<file path="src/rtl/hazard_manager.sv">
// hazard_manager: stall, IF/ID flush and operand-forwarding control for the 5-stage pipeline.
// Keeps private EXECUTE/MEMORY/WRITEBACK register-number copies that advance with control_path.
module hazard_manager #(
   parameter int REG_W = 5,
   parameter int CNT_W = 16
) (
   input  logic             clk,
   input  logic             rst,
   input  logic [REG_W-1:0] rs_D,
   input  logic [REG_W-1:0] rt_D,
   input  logic             useRs_D,
   input  logic             useRt_D,
   input  logic [REG_W-1:0] dst_D,
   input  logic             branch_D,
   input  logic             redirect_D,
   input  logic             wriSigEXEC,
   input  logic             wriSigMEMO,
   input  logic             wriSigWRIT,
   input  logic             wriRegFromMemEXEC,
   input  logic             wriRegFromMemMEMO,
   output logic             stall,
   output logic             flushD,
   output logic [1:0]       fwdA_E,
   output logic [1:0]       fwdB_E,
   output logic             fwdA_D,
   output logic             fwdB_D,
   output logic [CNT_W-1:0] stallCount
);
   logic [REG_W-1:0] dst_e_q, rs_e_q, rt_e_q, dst_m_q, dst_w_q;
   logic [CNT_W-1:0] cnt_q, cnt_d;
   logic             hit_e, hit_m, stall_d, alu_m;

   // Register 0 is hardwired, so it never matches a producer.
   assign hit_e = (useRs_D && rs_D == dst_e_q && |rs_D) || (useRt_D && rt_D == dst_e_q && |rt_D);
   assign hit_m = (useRs_D && rs_D == dst_m_q && |rs_D) || (useRt_D && rt_D == dst_m_q && |rt_D);
   assign stall_d = (wriRegFromMemEXEC && hit_e) || (branch_D && wriSigEXEC && hit_e) ||
                    (branch_D && wriRegFromMemMEMO && hit_m);
   assign alu_m = wriSigMEMO && !wriRegFromMemMEMO;
   assign cnt_d = (stall_d && cnt_q != '1) ? cnt_q + CNT_W'(1) : cnt_q;

   always_comb begin
      stall      = rst && stall_d;
      flushD     = rst && redirect_D && !stall_d;
      fwdA_E     = !rst ? 2'b00 :
                   (alu_m && dst_m_q == rs_e_q && |rs_e_q) ? 2'b10 :
                   (wriSigWRIT && dst_w_q == rs_e_q && |rs_e_q) ? 2'b01 : 2'b00;
      fwdB_E     = !rst ? 2'b00 :
                   (alu_m && dst_m_q == rt_e_q && |rt_e_q) ? 2'b10 :
                   (wriSigWRIT && dst_w_q == rt_e_q && |rt_e_q) ? 2'b01 : 2'b00;
      fwdA_D     = rst && alu_m && dst_m_q == rs_D && |rs_D;
      fwdB_D     = rst && alu_m && dst_m_q == rt_D && |rt_D;
      stallCount = rst ? cnt_q : '0;
   end

   // A stall turns the EXECUTE copy into a bubble; MEMORY and WRITEBACK always advance.
   always_ff @(posedge clk) begin
      if (!rst) begin
         dst_e_q <= '0;
         rs_e_q  <= '0;
         rt_e_q  <= '0;
         dst_m_q <= '0;
         dst_w_q <= '0;
         cnt_q   <= '0;
      end else begin
         dst_e_q <= stall_d ? '0 : dst_D;
         rs_e_q  <= stall_d ? '0 : rs_D;
         rt_e_q  <= stall_d ? '0 : rt_D;
         dst_m_q <= dst_e_q;
         dst_w_q <= dst_m_q;
         cnt_q   <= cnt_d;
      end
   end
endmodule
</file>
<file path="config.mk">
export PLATFORM = sky130hd
export DESIGN_NAME = hazard_manager
export DESIGN_NICKNAME = d
export VERILOG_FILES = /design/src/rtl/hazard_manager.sv
export SDC_FILE = /design/constraint.sdc
export NUM_CORES = 1
export LEC_CHECK = 0
export CAP_MARGIN = 20
export CORE_ASPECT_RATIO = 1.1
export CORE_MARGIN = 1
export CORE_UTILIZATION = 35
export DETAILED_ROUTE_END_ITERATION = 10
export GPL_ROUTABILITY_DRIVEN = 0
export HOLD_SLACK_MARGIN = 0.03
export SYNTH_ARGS = -nofsm -noshare
export SYNTH_HDL_FRONTEND = slang
export SYNTH_SLANG_ARGS = --single-unit
</file>
<file path="constraint.sdc">
create_clock -name clk -period 7.8 [get_ports clk]
set_input_delay 1.56 -clock clk [delete_from_list [all_inputs] [get_ports clk]]
set_output_delay 1.56 -clock clk [all_outputs]
set_load 0.01 [all_outputs]
</file>
==> impl_metrics.py, run 1 <==
metrics = {
    "timing": {
        "setup-violations-final": 0,
        "tightest_slew_ns": 0.490,
        "finalHoldViolations": 0,
        "rsz0062_at_grt": "false",
        "fmax_mhz": 172,
        "period_share": 0.745,
        "min_period_ns": 5.81,
        "drv_slew": 0,
        "fin_tns_setup_ns": 0,
        "slew-limit-headroom": 0.671,
        "finClkSkew_ns": 0.00631,
    },
    "critical_path": {
        "crit_path_frequent_cell": "clkdlybuf4s50_1",
        "path_max_fanout": 28,
        "crit_family": "buffers and inverters",
        "critPathCaptureType": "output port",
        "critical_path_arrival_ns": 4.25,
        "max_stage_delay_ns": 0.59,
        "critPathBufInv": 3,
        "worst-setup-path-type": "in2out",
        "cp_slowest_cell": "or4_4",
        "path_cells": "clkdlybuf4s50_1 > or4_4 > o211ai_2 > o22ai_1 > a32oi_4 > buf_4 > nor2_1 > clkdlybuf4s50_1",
        "crit_required_ns": 6.24,
        "critPathLaunchType": "input pin",
    },
    "finish": {
        "area_growth_pct": 27.4,
        "final_cells": 371,
        "fillCellCount": 634,
        "insertedDiodeCount": 0,
        "nets": 317,
        "drive_above_1_share": 0.120,
    },
    "grt": {
        "busiest_layer": "met2",
        "grt_pass1_vias": 1890,
        "grt_max_degree": 49,
        "grt_usage": 0.172,
        "overflow": 0,
        "met3_usage": 0.0283,
        "antenna_found_initial": 0,
        "grt_pass1_wl_um": 9160,
        "use_met1": 0.207,
        "grtUsageMet2": 0.310,
    },
    "cts": {
        "path_clk_slew_ns": 0.08,
        "numCtsBuffers": 5,
        "hold_buffers": 0,
        "cts_root_buffer": "clkbuf_8",
        "htree_levels": 2,
        "clk_path_buf_depth": 2,
        "clkLatencyLatePin_ns": 0.29,
        "post_cts_buffers": 0,
        "cts_tree": "built",
        "ctsResizeCount": 0,
        "clkSinkCount": 41,
    },
    "place": {
        "place_inst": 362,
        "io_buffers": 49,
        "dpl.hpwl_um": 4090,
    },
    "power_and_ir_drop": {
        "powerDensity_nw_per_um2": 147,
        "p_sw_frac": 0.259,
        "power_switching_mw": 0.113,
        "p_leak_nw": 1.04,
        "p_clk_frac": 0.342,
        "power.internal_mw": 0.322,
        "pwr-share-seq": 0.518,
        "p_comb_frac": 0.140,
        "peakVddDrop_v": 0.0000715,
    },
    "min_path": {
        "min_path_type": "reg2reg",
    },
    "routing": {
        "wl_per_cell_um": 15.2,
        "drc_errors": 0,
        "drt-total-wl_um": 5630,
        "drtIter0Drc": 83,
        "ant_nets": 0,
        "firstDrtPassIters": 4,
        "viasPerCell": 5.06,
        "vias": 1876,
    },
    "floorplanning": {
        "std_cell_rows": 30,
        "die_area_um2": 6940,
        "start_util": 0.369,
        "core_area_um2": 6270,
        "die-width_um": 79.5,
        "die_h_um": 87.3,
        "ioPinCount": 50,
    },
    "synth": {
        "syn-cell-area_um2": 2310,
        "ys_ff_latch": 41,
        "yosysWarnings": 0,
        "synth_cell_types": 38,
        "seq_area_frac_synth": 0.355,
        "synth_cells": 247,
        "syn-mean-instance-area_um2": 9.37,
        "postSynthNetCount": 274,
    },
    "outcome": {
        "status": "complete, no violations",
    },
    "run": {
        "cap_viol_max_count": 0,
    },
}
-- state kept, by name, indices dropped and copies added (netlist names) --
register,flops
rt_e_q,5
dst_w_q,5
dst_e_q,5
rs_e_q,5
dst_m_q,5
cnt_q,16
-- path summary, 6_finish.rpt --
check	from	to	slack, ns	cells after the start
max	rt_D[1]	stall	1.99	8
min	dst_e_q[0]	dst_m_q[0]	0.53	1
max reg2reg	dst_m_q[1]	cnt_q[3]	5.36	7
min reg2reg	dst_e_q[0]	dst_m_q[0]	0.53	1
-- power groups by stage --
| stage | clock [mW] | sequential, mW | combinational (mW) |
|---|---|---|---|
| 6_report | 0.149 | 0.225 | 0.0608 |
| 5_1_grt | 0.162 | 0.226 | 0.0669 |
| 4_1_cts | 0.153 | 0.225 | 0.0617 |
| 3_5_place_dp | 0 | 0.230 | 0.0614 |
| 3_3_place_gp | 0 | 0.230 | 0.0607 |
| 2_1_floorplan | 0 | 0.226 | 0.0389 |
-- cells by family after synthesis --
logic type      after synthesis  synth area share
flops                        41             0.355
simple gates                122             0.325
xor+xnor                     40             0.151
fa+ha+maj                     1           0.00541
buf+inv                      17            0.0362
mux                          14            0.0811
compound gates               12            0.0465
-- area by class of cell --
| cell class | count | area (um^2) | area share |
|---|---|---|---|
| repair buffers | 52 | 517 | 0.175 |
| clock buffers | 6 | 82.6 | 0.0280 |
| inverters | 1 | 3.75 | 0.00127 |
| well taps | 80 | 100 | 0.0340 |
| flip-flops and latches | 41 | 821 | 0.279 |
| clock inverters | 2 | 13.8 | 0.00467 |
| multi-input cells | 189 | 1410 | 0.478 |
-- cell usage after synthesis (all sizes together) --
| library cell | n | area share |
|---|---|---|
| dfxtp | 41 | 0.35 |
| xnor2 | 36 | 0.14 |
| and2 | 29 | 0.078 |
| and3 | 17 | 0.046 |
| nor2 | 17 | 0.028 |
| mux2 | 14 | 0.081 |
| nand4 | 13 | 0.035 |
| nor3 | 12 | 0.045 |
| clkbuf | 11 | 0.018 |
| nand3 | 9 | 0.019 |
| nand2 | 6 | 0.0097 |
| nor4 | 6 | 0.016 |
| buf | 5 | 0.017 |
| o211ai | 4 | 0.017 |
| or4 | 4 | 0.016 |
| xor2 | 4 | 0.015 |
| a21oi | 2 | 0.0043 |
| and4 | 2 | 0.0076 |
| nor4b | 2 | 0.0076 |
| o21ai | 2 | 0.0043 |
| o22ai | 2 | 0.0054 |
| a21o | 1 | 0.0032 |
| a32oi | 1 | 0.012 |
| clkinv | 1 | 0.0016 |
| ha | 1 | 0.0054 |
| nand2b | 1 | 0.0027 |
| nor2b | 1 | 0.0027 |
| nor3b | 1 | 0.0032 |
| or3 | 1 | 0.0027 |
| or3b | 1 | 0.0038 |
-- per-stage QoR --
step                      hold WS (ns)  power, mW  cell area, um^2   util  setup slack (ns)
after global placement           0.513      0.291             2840  0.453              2.02
after floorplan                  0.487      0.265             2310      -              3.00
after detailed placement         0.519      0.292             2840  0.453              1.99
after CTS                        0.535      0.440             2940  0.468              1.98
final                            0.532      0.435             2950  0.470              1.99
after global routing             0.563      0.455             2950  0.470              1.86
-- per-layer routing --
| metal | wire length, um | vias to the layer above | share of wire |
|---|---|---|---|
| li1 | - | 948 | - |
| met1 | 2530 | 883 | 0.45 |
| met2 | 2860 | 40 | 0.51 |
| met3 | 189 | 5 | 0.034 |
| met4 | 49 | 0 | 0.0087 |
| met5 | 0 | - | 0 |
-- layout by cell type (no fill, tap or decap), drive strengths merged --
master | Yosys | final
o211ai | 4 | 4
and3 | 17 | 17
nand4 | 13 | 13
and4 | 2 | 2
a21o | 1 | 1
nor2 | 17 | 17
mux2 | 14 | 14
and2 | 29 | 29
clkbuf | 11 | 6
nor4 | 6 | 6
nor3 | 12 | 12
dfxtp | 41 | 41
nor2b | 1 | 1
or3 | 1 | 1
clkinv | 1 | 3
or4 | 4 | 4
buf | 5 | 3
clkdlybuf4s50 | 0 | 49
ha | 1 | 1
or3b | 1 | 1
nor4b | 2 | 2
o21ai | 2 | 2
xnor2 | 36 | 36
nand2b | 1 | 1
a21oi | 2 | 2
nand2 | 6 | 6
a32oi | 1 | 1
nand3 | 9 | 9
o22ai | 2 | 2
nor3b | 1 | 1
xor2 | 4 | 4
Power figures use the tool's default switching activity.
==> run 2: changes to the inputs <==
==> constraint.sdc (replaced) <==
create_clock -name clk -period 5.4 [get_ports clk]
set_input_delay 1.08 -clock clk [delete_from_list [all_inputs] [get_ports clk]]
set_output_delay 1.08 -clock clk [all_outputs]
set_load 0.01 [all_outputs]
==> impl_metrics.py, run 2 (same netlist as run 1, synthesis figures left out) <==
metrics = {
    "outcome": {
        "status": "complete, no violations",
    },
    "floorplanning": {
        "start_util": 0.369,
        "ioPinCount": 50,
        "die-width_um": 79.5,
        "core_area_um2": 6270,
        "die_area_um2": 6940,
        "die_h_um": 87.3,
        "std_cell_rows": 30,
    },
    "power_and_ir_drop": {
        "finalPower_mw": 0.637,
        "peakVddDrop_v": 0.000101,
        "p_leak_nw": 1.06,
        "powerDensity_nw_per_um2": 214,
    },
    "grt": {
        "antenna_found_initial": 0,
        "grt_pass1_vias": 1784,
        "overflow": 0,
        "grt_pass1_wl_um": 8950,
        "grt_max_degree": 30,
        "grt_usage": 0.167,
    },
    "critical_path": {
        "critPathBufInv": 2,
        "critPathCaptureType": "output port",
        "max_stage_delay_ns": 0.57,
        "critical_path_arrival_ns": 3.64,
        "crit_path_frequent_cell": "clkdlybuf4s50_1",
        "critPathLaunchType": "input pin",
        "path_max_fanout": 10,
        "cp_slowest_cell": "or4_4",
        "crit_family": "buffers and inverters",
        "crit_required_ns": 4.32,
        "path_cells": "clkdlybuf4s50_1 > or4_4 > o211ai_2 > o22ai_1 > a32oi_4 > and3_1 > clkdlybuf4s50_1",
        "worst-setup-path-type": "in2out",
    },
    "timing": {
        "finalHoldViolations": 0,
        "whs_ns": 0.541,
        "rsz0062_at_grt": "false",
        "tightest_slew_ns": 0.411,
        "period_share": 0.873,
        "fin_ws_ns": 0.683,
        "finClkSkew_ns": 0.00383,
        "slew-limit-headroom": 0.726,
        "min_period_ns": 4.72,
        "drv_slew": 0,
        "setup-violations-final": 0,
        "fmax_mhz": 212,
        "fin_tns_setup_ns": 0,
    },
    "place": {
        "place_inst": 365,
        "io_buffers": 49,
        "place_ws_ns": 0.659,
        "dpl.hpwl_um": 4110,
        "post_dp_cell_area_um2": 2860,
    },
    "routing": {
        "drtIter0Drc": 66,
        "ant_nets": 0,
        "firstDrtPassIters": 4,
        "drt-total-wl_um": 5550,
        "wl_per_cell_um": 14.8,
        "viasPerCell": 5.08,
        "drc_errors": 0,
        "vias": 1899,
    },
    "finish": {
        "regMostFlops": "cnt_q",
        "layout_commonest_cell": "clkdlybuf4s50_1",
        "layout_common_cells": "clkdlybuf4s50_1 (49), dfxtp_1 (41), xnor2_1 (36)",
        "fillCellCount": 602,
        "drive_above_1_share": 0.129,
        "final_cells": 374,
        "insertedDiodeCount": 0,
        "largest_register_ffs": 16,
        "area_growth_pct": 28.6,
        "postLayoutCellArea_um2": 2970,
        "nets": 320,
        "fin_util": 0.474,
    },
    "cts": {
        "cts_tree": "built",
        "clk_path_buf_depth": 2,
        "ctsResizeCount": 0,
        "clkSinkCount": 41,
        "numCtsBuffers": 5,
        "post_cts_buffers": 0,
        "path_clk_slew_ns": 0.08,
        "htree_levels": 2,
        "cts_root_buffer": "clkbuf_8",
        "clkLatencyLatePin_ns": 0.29,
        "hold_buffers": 0,
    },
    "min_path": {
        "min_path_type": "reg2reg",
    },
    "run": {
        "cap_viol_max_count": 0,
    },
}
run 2: cell type report:
cell class | count | area (um^2) | area share
clock inverters | 1 | 5.00 | 0.00168
clock buffers | 7 | 96.3 | 0.0324
flip-flops and latches | 41 | 821 | 0.276
well taps | 80 | 100 | 0.0337
inverters | 1 | 3.75 | 0.00126
multi-input cells | 189 | 1410 | 0.474
repair buffers | 55 | 539 | 0.181
run 2: per-layer routing:
metal / vias to the layer above / routed length (um) / GRT usage
met5: - / 0 / 0
met2: 33 / 2700 / 0.282
met3: 5 / 191 / 0.0314
li1: 949 / - / -
met4: 0 / 36 / 0.0446
met1: 912 / 2620 / 0.217
run 2: path summary, 6_finish.rpt:
check / start / end / slack [ns] / cells after the start
worst max register to register: dst_m_q[1] / cnt_q[11] / 2.99 / 7
worst min register to register: cnt_q[0] / cnt_q[0] / 0.54 / 2
worst min-delay path: cnt_q[0] / cnt_q[0] / 0.54 / 2
worst max-delay path: rs_D[1] / flushD / 0.68 / 7
run 2: power by group:
part	internal, mW	switching (mW)
combinational	0.0507	0.0378
clock	0.116	0.107
sequential	0.312	0.0137
total	0.478	0.159
run 2: worst min-delay path, stage by stage (launching register included):
cell and delay [ns]:
dfxtp_1 0.36, o21ai_0 0.08, a21oi_1 0.06
==> run 3: changes to the inputs <==
--- a/config.mk
+++ b/config.mk
@@ -6,12 +6,11 @@
 export NUM_CORES = 1
 export LEC_CHECK = 0
 export CAP_MARGIN = 20
-export CORE_ASPECT_RATIO = 1.1
 export CORE_MARGIN = 1
-export CORE_UTILIZATION = 35
+export CORE_UTILIZATION = 39
 export DETAILED_ROUTE_END_ITERATION = 10
 export GPL_ROUTABILITY_DRIVEN = 0
-export HOLD_SLACK_MARGIN = 0.03
+export HOLD_SLACK_MARGIN = 0.15
 export SYNTH_ARGS = -nofsm -noshare
 export SYNTH_HDL_FRONTEND = slang
 export SYNTH_SLANG_ARGS = --single-unit
==> impl_metrics.py, run 3 (same netlist as run 1, synthesis figures left out) <==
metrics = {
    "outcome": {
        "status": "complete, no violations",
    },
    "critical_path": {
        "crit_required_ns": 4.32,
        "max_stage_delay_ns": 0.59,
        "critical_path_arrival_ns": 3.53,
        "worst-setup-path-type": "in2out",
        "crit_path_frequent_cell": "clkdlybuf4s50_1",
        "critPathCaptureType": "output port",
        "path_max_fanout": 4,
        "r2r_cells": 7,
        "path_cells": "clkdlybuf4s50_1 > or4_4 > o211ai_2 > o22ai_1 > a32oi_4 > and3_1 > clkdlybuf4s50_1",
        "cp_slowest_cell": "or4_4",
        "critPathLaunchType": "input pin",
    },
    "finish": {
        "insertedDiodeCount": 0,
        "largest_register_ffs": 16,
        "layout_commonest_cell": "clkdlybuf4s50_1",
        "drive_above_1_share": 0.123,
        "postLayoutCellArea_um2": 2970,
        "layout_common_cells": "clkdlybuf4s50_1 (49), dfxtp_1 (41), xnor2_1 (36)",
        "nets": 319,
        "regMostFlops": "cnt_q",
        "area_growth_pct": 28.4,
    },
    "cts": {
        "post_cts_buffers": 0,
        "numCtsBuffers": 5,
        "clkSinkCount": 41,
        "ctsResizeCount": 0,
        "clk_path_buf_depth": 2,
        "clkLatencyLatePin_ns": 0.29,
        "path_clk_slew_ns": 0.08,
        "cts_tree": "built",
        "hold_buffers": 0,
        "cts_root_buffer": "clkbuf_8",
        "htree_levels": 2,
    },
    "timing": {
        "drv_slew": 0,
        "whs_ns": 0.534,
        "period_share": 0.855,
        "finalHoldViolations": 0,
        "slew-limit-headroom": 0.555,
        "fmax_mhz": 217,
        "fin_tns_setup_ns": 0,
        "finClkSkew_ns": 0.00498,
        "setup-violations-final": 0,
        "rsz0062_at_grt": "false",
        "min_period_ns": 4.61,
        "tightest_slew_ns": 0.666,
    },
    "run": {
        "cap_viol_max_count": 0,
    },
    "grt": {
        "grt_usage": 0.174,
        "grt_pass1_vias": 1756,
        "antenna_found_initial": 0,
        "grt_max_degree": 34,
        "overflow": 0,
        "grt_pass1_wl_um": 8380,
    },
    "place": {
        "io_buffers": 49,
        "dpl.hpwl_um": 3770,
        "post_dp_cell_area_um2": 2840,
    },
    "power_and_ir_drop": {
        "powerDensity_nw_per_um2": 225,
        "p_leak_nw": 1.06,
        "peakVddDrop_v": 0.000114,
        "finalPower_mw": 0.668,
    },
    "floorplanning": {
        "std_cell_rows": 27,
        "die_h_um": 79.0,
        "start_util": 0.413,
        "ioPinCount": 50,
        "die_area_um2": 6240,
        "core_area_um2": 5610,
        "die-width_um": 79.0,
    },
    "routing": {
        "viasPerCell": 5.07,
        "drtIter0Drc": 73,
        "firstDrtPassIters": 4,
        "wl_per_cell_um": 13.9,
        "vias": 1852,
        "drt-total-wl_um": 5080,
        "ant_nets": 0,
        "drc_errors": 0,
    },
    "min_path": {
        "min_path_type": "reg2reg",
        "hold_depth": 2,
    },
}
[run 3: cell count changes in the layout (fill, tap and decap cells not counted), sizes merged]
| cell | delta |
|---|---|
| buf | -1 |
| bufinv | +1 |
| clkinv | -1 |
[run 3: power by group]
| group | internal [mW] | total, mW | switching (mW) | leakage (nW) |
|---|---|---|---|---|
| Combinational | 0.0503 | 0.0872 | 0.0369 | 0.668 |
| Clock | 0.151 | 0.256 | 0.105 | 0.0585 |
| Sequential | 0.312 | 0.325 | 0.0130 | 0.336 |
| Total | 0.513 | 0.668 | 0.155 | 1.06 |
[run 3: metal layers]
layer | vias up | routed length, um | GRT usage
met5 | - | 0 | 0
met4 | 0 | 70 | 0.0600
met3 | 6 | 170 | 0.0356
met2 | 36 | 2220 | 0.259
met1 | 856 | 2620 | 0.247
li1 | 954 | - | -
[run 3: worst max-delay path: cells and delay by family]
family,cells,cell delay [ns]
buffers and inverters,2,1.06
AND/OR/NAND/NOR,2,0.77
AO/OA/AOI/OAI,3,0.62
[run 3: final cells by class]
class	count	area [um^2]
Fill cell	550	2640
Multi-Input combinational cell	189	1410
Sequential cell	41	821
Timing Repair Buffer	54	532
Tap cell	72	90.1
Clock buffer	7	86.3
Clock inverter	1	30.0
Inverter	1	3.75
[run 3: stage by stage]
| stage | util | cells | setup WS, ns |
|---|---|---|---|
| 6_report | 0.530 | 365 | 0.785 |
| 3_5_place_dp | 0.507 | 356 | 0.780 |
| 3_3_place_gp | 0.507 | 356 | 0.812 |
| 5_1_grt | 0.530 | 365 | 0.656 |
| 2_1_floorplan | - | 247 | 1.56 |
| 4_1_cts | 0.528 | 364 | 0.767 |
[run 3: path summary, 6_finish.rpt]
| path | startpoint | end | slack, ns |
|---|---|---|---|
| hold reg to reg | cnt_q[0] | cnt_q[0] | 0.53 |
| setup / recovery | rs_D[1] | flushD | 0.79 |
| setup reg to reg | dst_m_q[3] | cnt_q[11] | 3.01 |
| hold / removal | cnt_q[0] | cnt_q[0] | 0.53 |
